`config.mk`:
```
export PLATFORM = sky130hd
export DESIGN_NAME = pipe_ctrl_v
export DESIGN_NICKNAME = d
export VERILOG_FILES = /design/src/rtl/pipe_ctrl_pkg.sv /design/src/rtl/sat_counter_v.sv /design/src/rtl/pipe_ctrl_v.sv
export SDC_FILE = /design/constraint.sdc
export NUM_CORES = 1
export LEC_CHECK = 0
export CAP_MARGIN = 30
export CORE_ASPECT_RATIO = 1.25
export CORE_MARGIN = 8
export CORE_UTILIZATION = 50
export DETAILED_ROUTE_END_ITERATION = 10
export PLACE_DENSITY_LB_ADDON = 0.05
export SLEW_MARGIN = 10
export SYNTH_ARGS = -nofsm -noshare
export SYNTH_HDL_FRONTEND = slang
export SYNTH_SLANG_ARGS = --single-unit
export TNS_END_PERCENT = 10
```
`constraint.sdc`:
```
create_clock -name clk -period 2.3 [get_ports clk]
set_input_delay 0.46 -clock clk [delete_from_list [all_inputs] [get_ports clk]]
set_output_delay 0.46 -clock clk [all_outputs]
set_load 0.005 [all_outputs]
```
`src/rtl/pipe_ctrl_pkg.sv`:
```
// Shared definitions for the pipeline sequencer: FSM state encodings and
// default sizing of the multi-cycle watchdog and performance counters.
package pipe_ctrl_pkg;

  typedef enum logic [1:0] {
    RUN      = 2'd0,
    MC_BUSY  = 2'd1,
    MC_DRAIN = 2'd2,
    HALT     = 2'd3
  } state_e;

  localparam int MC_MAX_DEF = 64;
  localparam int CNT_W_DEF  = 16;

endpackage

```
`src/rtl/sat_counter_v.sv`:
```
// Saturating up-counter with synchronous clear; holds at all-ones instead
// of wrapping.
module sat_counter_v #(
  parameter int W = 16
) (
  input  logic         clk,
  input  logic         clr,
  input  logic         en,
  output logic [W-1:0] cnt
);

  logic [W-1:0] cnt_r;

  // Count register: clear wins, then increment unless already saturated
  always_ff @(posedge clk) begin
    if (clr) begin
      cnt_r <= '0;
    end else if (en && (cnt_r != '1)) begin
      cnt_r <= cnt_r + W'(1);
    end else begin
      cnt_r <= cnt_r;
    end
  end

  assign cnt = cnt_r;

endmodule

```
`src/rtl/pipe_ctrl_v.sv`:
```
// Central 5-stage pipeline sequencer: stage enables/flushes, PC redirect
// select, multi-cycle op watchdog and saturating stall/flush counters.
module pipe_ctrl_v
  import pipe_ctrl_pkg::*;
#(
  parameter int MC_MAX = MC_MAX_DEF,
  parameter int CNT_W  = CNT_W_DEF
) (
  input  logic             clk,
  input  logic             rst,
  input  logic             hdu_stall,
  input  logic             ex_redirect,
  input  logic             mc_start,
  input  logic             mc_done,
  input  logic             dmem_req,
  input  logic             dmem_ready,
  output logic             pc_en,
  output logic             pc_sel,
  output logic             ifid_en,
  output logic             ifid_flush,
  output logic             idex_en,
  output logic             idex_flush,
  output logic             exmem_en,
  output logic             exmem_flush,
  output logic             memwb_en,
  output logic             mc_fault,
  output logic [CNT_W-1:0] stall_cnt,
  output logic [CNT_W-1:0] flush_cnt
);

  localparam int              WD_W   = (MC_MAX > 2) ? $clog2(MC_MAX) : 1;
  localparam logic [WD_W-1:0] WD_MAX = WD_W'(MC_MAX - 1);

  state_e          state_r, state_s;
  logic [WD_W-1:0] wd_r, wd_s;
  logic            fault_r, fault_s;
  logic            mem_wait_s;
  logic            stall_inc_s;

  assign mem_wait_s = dmem_req & ~dmem_ready;

  // State, watchdog and sticky fault registers
  always_ff @(posedge clk) begin
    if (rst) begin
      state_r <= RUN;
      wd_r    <= '0;
      fault_r <= 1'b0;
    end else begin
      state_r <= state_s;
      wd_r    <= wd_s;
      fault_r <= fault_s;
    end
  end

  // Next-state logic; a memory wait blocks a new op from being accepted
  always_comb begin
    state_s = state_r;
    wd_s    = wd_r;
    fault_s = fault_r;
    case (state_r)
      RUN, MC_DRAIN: begin
        if (mc_start && !mem_wait_s) begin
          wd_s    = '0;
          state_s = mc_done ? MC_DRAIN : MC_BUSY;
        end else begin
          state_s = RUN;
        end
      end
      MC_BUSY: begin
        wd_s = wd_r + WD_W'(1);
        if (mc_done) begin
          state_s = MC_DRAIN;
        end else if (wd_r == WD_MAX) begin
          state_s = HALT;
          fault_s = 1'b1;
        end else begin
          state_s = MC_BUSY;
        end
      end
      HALT: begin
        state_s = HALT;
        fault_s = 1'b1;
      end
      default: begin
        state_s = RUN;
      end
    endcase
  end

  // Stage controls; reset forces all stages to clear
  always_comb begin
    pc_en       = 1'b0;
    pc_sel      = 1'b0;
    ifid_en     = 1'b0;
    ifid_flush  = 1'b0;
    idex_en     = 1'b0;
    idex_flush  = 1'b0;
    exmem_en    = 1'b0;
    exmem_flush = 1'b0;
    memwb_en    = 1'b0;
    if (rst) begin
      ifid_flush  = 1'b1;
      idex_flush  = 1'b1;
      exmem_flush = 1'b1;
    end else begin
      case (state_r)
        RUN, MC_DRAIN: begin
          if (mem_wait_s) begin
            pc_en = 1'b0;
          end else if (ex_redirect) begin
            pc_en      = 1'b1;
            pc_sel     = 1'b1;
            ifid_en    = 1'b1;
            ifid_flush = 1'b1;
            idex_en    = 1'b1;
            idex_flush = 1'b1;
            exmem_en   = 1'b1;
            memwb_en   = 1'b1;
          end else if (hdu_stall) begin
            // Hold IF/ID and PC, inject one bubble into EX
            idex_en    = 1'b1;
            idex_flush = 1'b1;
            exmem_en   = 1'b1;
            memwb_en   = 1'b1;
          end else begin
            pc_en    = 1'b1;
            ifid_en  = 1'b1;
            idex_en  = 1'b1;
            exmem_en = 1'b1;
            memwb_en = 1'b1;
          end
        end
        MC_BUSY: begin
          if (mem_wait_s) begin
            exmem_en = 1'b0;
          end else begin
            exmem_en    = 1'b1;
            exmem_flush = 1'b1;
            memwb_en    = 1'b1;
          end
        end
        HALT: begin
          pc_en = 1'b0;
        end
        default: begin
          pc_en = 1'b0;
        end
      endcase
    end
  end

  assign mc_fault    = fault_r;
  assign stall_inc_s = ~rst & ~pc_en;

  sat_counter_v #(.W(CNT_W)) u_stall_cnt (
    .clk (clk),
    .clr (rst),
    .en  (stall_inc_s),
    .cnt (stall_cnt)
  );

  sat_counter_v #(.W(CNT_W)) u_flush_cnt (
    .clk (clk),
    .clr (rst),
    .en  (pc_sel),
    .cnt (flush_cnt)
  );

endmodule

```
# Word-level counts from Yosys, hierarchy flattened
# Cells that the tools add are included.
# word_totals
ff_bits,41
input_bits,8
out_inout_bits,42
elab_cells,65
# classes
add_sub_neg,3
eq_ne,9
muxes,32
bitwise,5
n_reduce_logical,11
# op_table
cell,count
"adder 16 x 1 -> 16 bit, second input constant",2
"!= test 16 bit, second input constant",2
two-way mux 1 bit,24
one-hot mux 6 bit (2 select lines),1
two-way mux 2 bit,4
"adder 6 x 1 -> 6 bit, second input constant",1
"equality test 6 bit, second input constant",1
two-way mux 6 bit,1
"!= test 2 bit, second input constant",3
one-hot mux 2 bit (3 select lines),1
"equality test 2 bit, second input constant",2
nonzero test 2 bit,2
logical AND 1 bit,3
NOT 1 bit,3
AND reduction 3 bit,1
OR reduction 3 bit,1
AND 1 bit,2
"equality test 2 x 1 -> 1 bit, second input constant",1
logical NOT 2 bit,1
one-hot mux 1 bit (2 select lines),1
AND reduction 2 bit,1
OR reduction 2 bit,1
logical NOT 1 bit,1

# Longest topological paths before layout
# logic_depth
depth_word,8
depth_mapped,7
ltp_nobuf,5

# By module
# From an unflattened synthesis, not the netlist that was laid out.
# unflattened
hier_cells,266
area_unflattened_um2,2255.9
# by_module_without_submodules
mod,instances,cells_each,area_each_um2,seq_area_each_um2
sat_counter_v,2,99,848.3,320.3
pipe_ctrl_v,1,68,559.3,180.2

# Worst setup path after synthesis
# No wires, ideal clock.
# synth_path
kind,in2reg
startpoint,input dmem_req
endpoint,"register u_flush_cnt.cnt_r[10], in the netlist u_flush_cnt.cnt[10]"
setup_ps,121
arrival_time_ps,1819
t_required_ps,2179
slack_ps,360
stages,5
n_path_buf,1
cell_sequence,nor2b_1 -> buf_2 -> or4_1 -> nor4_1 -> mux2_2
# synth_via
elab_chain_cells,5
# synth_lines
element,line,rtl
start: declaration,pipe_ctrl_v.sv:15,"input logic dmem_req,"
AND 1 bit,pipe_ctrl_v.sv:40,assign mem_wait_s = dmem_req & ~dmem_ready;
two-way mux 1 bit,pipe_ctrl_v.sv:108,if (mem_wait_s) begin
two-way mux 1 bit,pipe_ctrl_v.sv:106,case (state_r)
two-way mux 1 bit,pipe_ctrl_v.sv:101,if (rst) begin
logical AND 1 bit,sat_counter_v.sv:18,end else if (en && (cnt_r != '1)) begin
end signal: assignment,sat_counter_v.sv:19,cnt_r <= cnt_r + W'(1);
end signal: assignment,sat_counter_v.sv:21,cnt_r <= cnt_r;
end: declaration,sat_counter_v.sv:12,logic [W-1:0] cnt_r;
# Every way passes these cells.
# A chain may end at the register's enable or synchronous reset.

# Worst setup path in the final report
# layout_path
startpoint,input dmem_req
endpoint,output exmem_flush
# layout_via
elab_chain_cells,4
# layout_lines
element,line,rtl
AND 1 bit,pipe_ctrl_v.sv:40,
two-way mux 1 bit,n/a,
two-way mux 1 bit,pipe_ctrl_v.sv:106,
two-way mux 1 bit,pipe_ctrl_v.sv:101,
end: declaration,pipe_ctrl_v.sv:24,"output logic exmem_flush,"
# Every way passes these cells.

==> impl_metrics.env <==
export IMPL_combPwrFrac=0.121
export IMPL_utilization=0.6972
export IMPL_hp_start="mc_fault"
export IMPL_routed_via_density=5.990
export IMPL_synth_warnings=0
export IMPL_grt_pass1_wl_mm=10.38
export IMPL_synth_seq_cells=41
export IMPL_cp_common_cell="clkdlybuf4s50_1"
export IMPL_cts_root_buf="clkbuf_8"
export IMPL_cp_start_kind="primary input"
export IMPL_cts_made_buffers=5
export IMPL_hp_class="flip-flop to flip-flop"
export IMPL_insertion_delay_ns=0.30
export IMPL_synthMuxAreaShare=0.05782
export IMPL_antennaDiodeCount=0
export IMPL_synth_most_common_cell="dfxtp_1"
export IMPL_grtUsageTotal=0.1741
export IMPL_hold_path_depth=2
export IMPL_crit_cells=4
export IMPL_final_nets=345
export IMPL_powerDensity_nw_per_um2=443.2
export IMPL_synth_area_leaders="dfxtp_1 36%, nor2_1 4.6%, mux2_2 4.5%, nor2b_1 3.3%, a21oi_1 3.1%"
export IMPL_cp_arrival_ns=1.78
export IMPL_cp_max_fo=7
export IMPL_start_util=0.5174
export IMPL_setup_tns_ns=0
export IMPL_grt_start_max_net_pins=28
export IMPL_synth_compound_area_frac=0.1845
export IMPL_gp_congestion=0.8184
export IMPL_coreArea_um2=4392
export IMPL_yosys_top_cells_count="41 x dfxtp_1, 28 x nor2_1, 15 x nand2_1, 14 x a21oi_1, 14 x nand3_1"
export IMPL_rsz0062_at_grt="no"
export IMPL_synth_ff_type="dfxtp_1"
export IMPL_power_mw=1.357
export IMPL_critPathSlowestCell="clkdlybuf4s50_1"
export IMPL_synth_fp_nets=280
export IMPL_critPathRequiredTime_ns=1.84
export IMPL_end_kind="output port"
export IMPL_fin_crit_sh=0.9747
export IMPL_crit_chain="clkdlybuf4s50_1 -> nor2b_4 -> o21ai_0 -> clkdlybuf4s50_1"
export IMPL_boundaryPins=50
export IMPL_htreeDepth=2
export IMPL_reg2reg_depth=6
export IMPL_p_int_mw=1.010
export IMPL_path_class="primary input to output port"
export IMPL_crit_buf_inv=2
export IMPL_synthArstFlopShare=0
export IMPL_wl_per_cell_um=15.66
export IMPL_max_cap_violations=0
export IMPL_synth_fa_ha_area_frac=0.01652
export IMPL_drive_above_1_share=0.1642
export IMPL_cts_path_max_buffers=2
export IMPL_p_sw_uw=346.6
export IMPL_drt_iter0_drc=113
export IMPL_routed_via_count=2354
export IMPL_slew_violations=0
export IMPL_startpoint="dmem_req"
export IMPL_swShare=0.2554
export IMPL_worstMarginPinSlew_ns=0.5987
export IMPL_place_ws_ns=-0.2718
export IMPL_syn_area_per_cell_um2=8.447
export IMPL_portBuffers=49
export IMPL_synth_seq_area_share=0.3612
export IMPL_max_slew_margin=0.5978
export IMPL_setup_viol=0
export IMPL_cp_top_family="buffers and inverters"
export IMPL_synth_top_family_by_area="simple AND/OR/NAND/NOR gates"
export IMPL_fin_crit_ns=2.242
export IMPL_synth_top_cell_by_area="dfxtp_1"
export IMPL_clock_sinks=41
export IMPL_first_pass_iters=4
export IMPL_grt_overflow=0
export IMPL_synthXorXnorAreaFrac=0
export IMPL_outcome="finished, final reports clean"
export IMPL_die_y_um=91.37
export IMPL_first_global_vias=2267
export IMPL_holdBufCountCts=0
export IMPL_p_clk_frac=0.343
export IMPL_synth_top_area_frac=0.3612
export IMPL_synth_edf_count=0
export IMPL_die_width_um=76.30
export IMPL_clk_pin_slew_ns=0.08
export IMPL_die_area_um2=6971
export IMPL_route_detailed_drc=0
export IMPL_antenna_found_initial=0
export IMPL_place_inst=385
export IMPL_p_leak_nw=1.072
export IMPL_worst_slack_ns=0.05811
export IMPL_synth_simple_gate_area_frac=0.3337
export IMPL_synthesis_area_um2=2272
export IMPL_fin_worst_skew_ns=0.01107
export IMPL_syn_to_final_growth_pct=34.75
export IMPL_rows=27
export IMPL_synth_cell_types=42
export IMPL_instances_no_fill=393
export IMPL_r2r_start="u_stall_cnt.cnt[1]"
export IMPL_cpPeakStageDelay_ns=0.48
export IMPL_finalHoldViolations=0
export IMPL_syn_inst=269
export IMPL_routed_wl_mm=6.155
export IMPL_irDropWorstVdd_v=0.0004167
export IMPL_cts_tree="built"
export IMPL_ant_nets=0
export IMPL_power_share_sequential=0.536
export IMPL_place_hpwl_mm=4.510
export IMPL_timing_fmax_mhz=446.1
-- logic make-up after synthesis --
| group | after synthesis |
|---|---|
| AOI/OAI and AO/OA | 60 |
| adders and majority gates | 3 |
| buffers and inverters | 24 |
| DFF | 41 |
| muxes | 12 |
| and+or+nand+nor | 129 |
-- state kept, by name (all words and copies together), names as in the netlist --
register	count
wd_r	6
u_flush_cnt.cnt	16
state_r	2
mc_fault	1
u_stall_cnt.cnt	16
-- power groups by stage --
stage | Clock [mW] | Combinational, mW | Sequential [mW]
2_1_floorplan | 0 | 0.0767 | 0.744
3_3_place_gp | 0 | 0.160 | 0.743
3_5_place_dp | 0 | 0.163 | 0.744
4_1_cts | 0.480 | 0.161 | 0.727
5_1_grt | 0.509 | 0.178 | 0.729
6_report | 0.465 | 0.165 | 0.727
-- layer usage --
| layer | track usage | wire length [um] | vias to the layer above |
|---|---|---|---|
| met3 | 0.04734 | 246 | 12 |
| met5 | 0 | 0 | - |
| li1 | - | - | 1170 |
| met1 | 0.1917 | 2623 | 1118 |
| met2 | 0.3057 | 3125 | 54 |
| met4 | 0.07556 | 161 | 0 |
-- placed cells by master, fill, tap and decap left out, drive strengths merged, types with 2 or more instances in the layout --
master / n
dfxtp: 41
clkdlybuf4s50: 39
nor2: 28
buf: 24
nand2: 15
nand3: 15
a21oi: 14
nor2b: 12
nor4: 12
inv: 9
nand4: 9
mux2: 9
dlygate4sd2: 9
nor3: 8
o311ai: 8
or4: 8
o41ai: 7
o21ai: 7
clkbuf: 6
and4: 5
nand2b: 5
o31ai: 5
or3: 5
a211oi: 5
a311oi: 4
a31oi: 4
mux2i: 3
nor4b: 3
ha: 3
a21o: 2
or2: 2
clkinv: 2
-- through the flow --
stage,hold slack (ns),instance area (um2)
2_1_floorplan,0.4483,2272
3_3_place_gp,0.4576,2949
3_5_place_dp,0.4817,2949
4_1_cts,0.4970,3044
5_1_grt,0.5091,3062
6_report,0.4952,3062
-- tightest hold or removal path: stages, from the launching register on --
cell and delay [ns]:
dfxtp_1 0.35, a211oi_1 0.05, nor2_1 0.07
-- final cells by class --
type,instances,area (um2)
clock inverters,2,10.01
multi-input cells,204,1390
clock buffers,6,72.57
well taps,58,72.57
fillers,396,1330
inverters,9,33.78
flip-flops and latches,41,820.8
repair buffers,73,661.9
-- worst paths after layout --
| check | end | slack [ns] |
|---|---|---|
| min | mc_fault | 0.50 |
| max reg2reg | u_stall_cnt.cnt[1] | 0.26 |
| min reg2reg | mc_fault | 0.50 |
| max | exmem_flush | 0.06 |
-- what timing repair did --
item,in CTS,in global routing
setup endpoints to repair,9,2
buffers inserted,0,0
resized for setup,15,4
No activity file was read; power rests on OpenSTA's default activity.
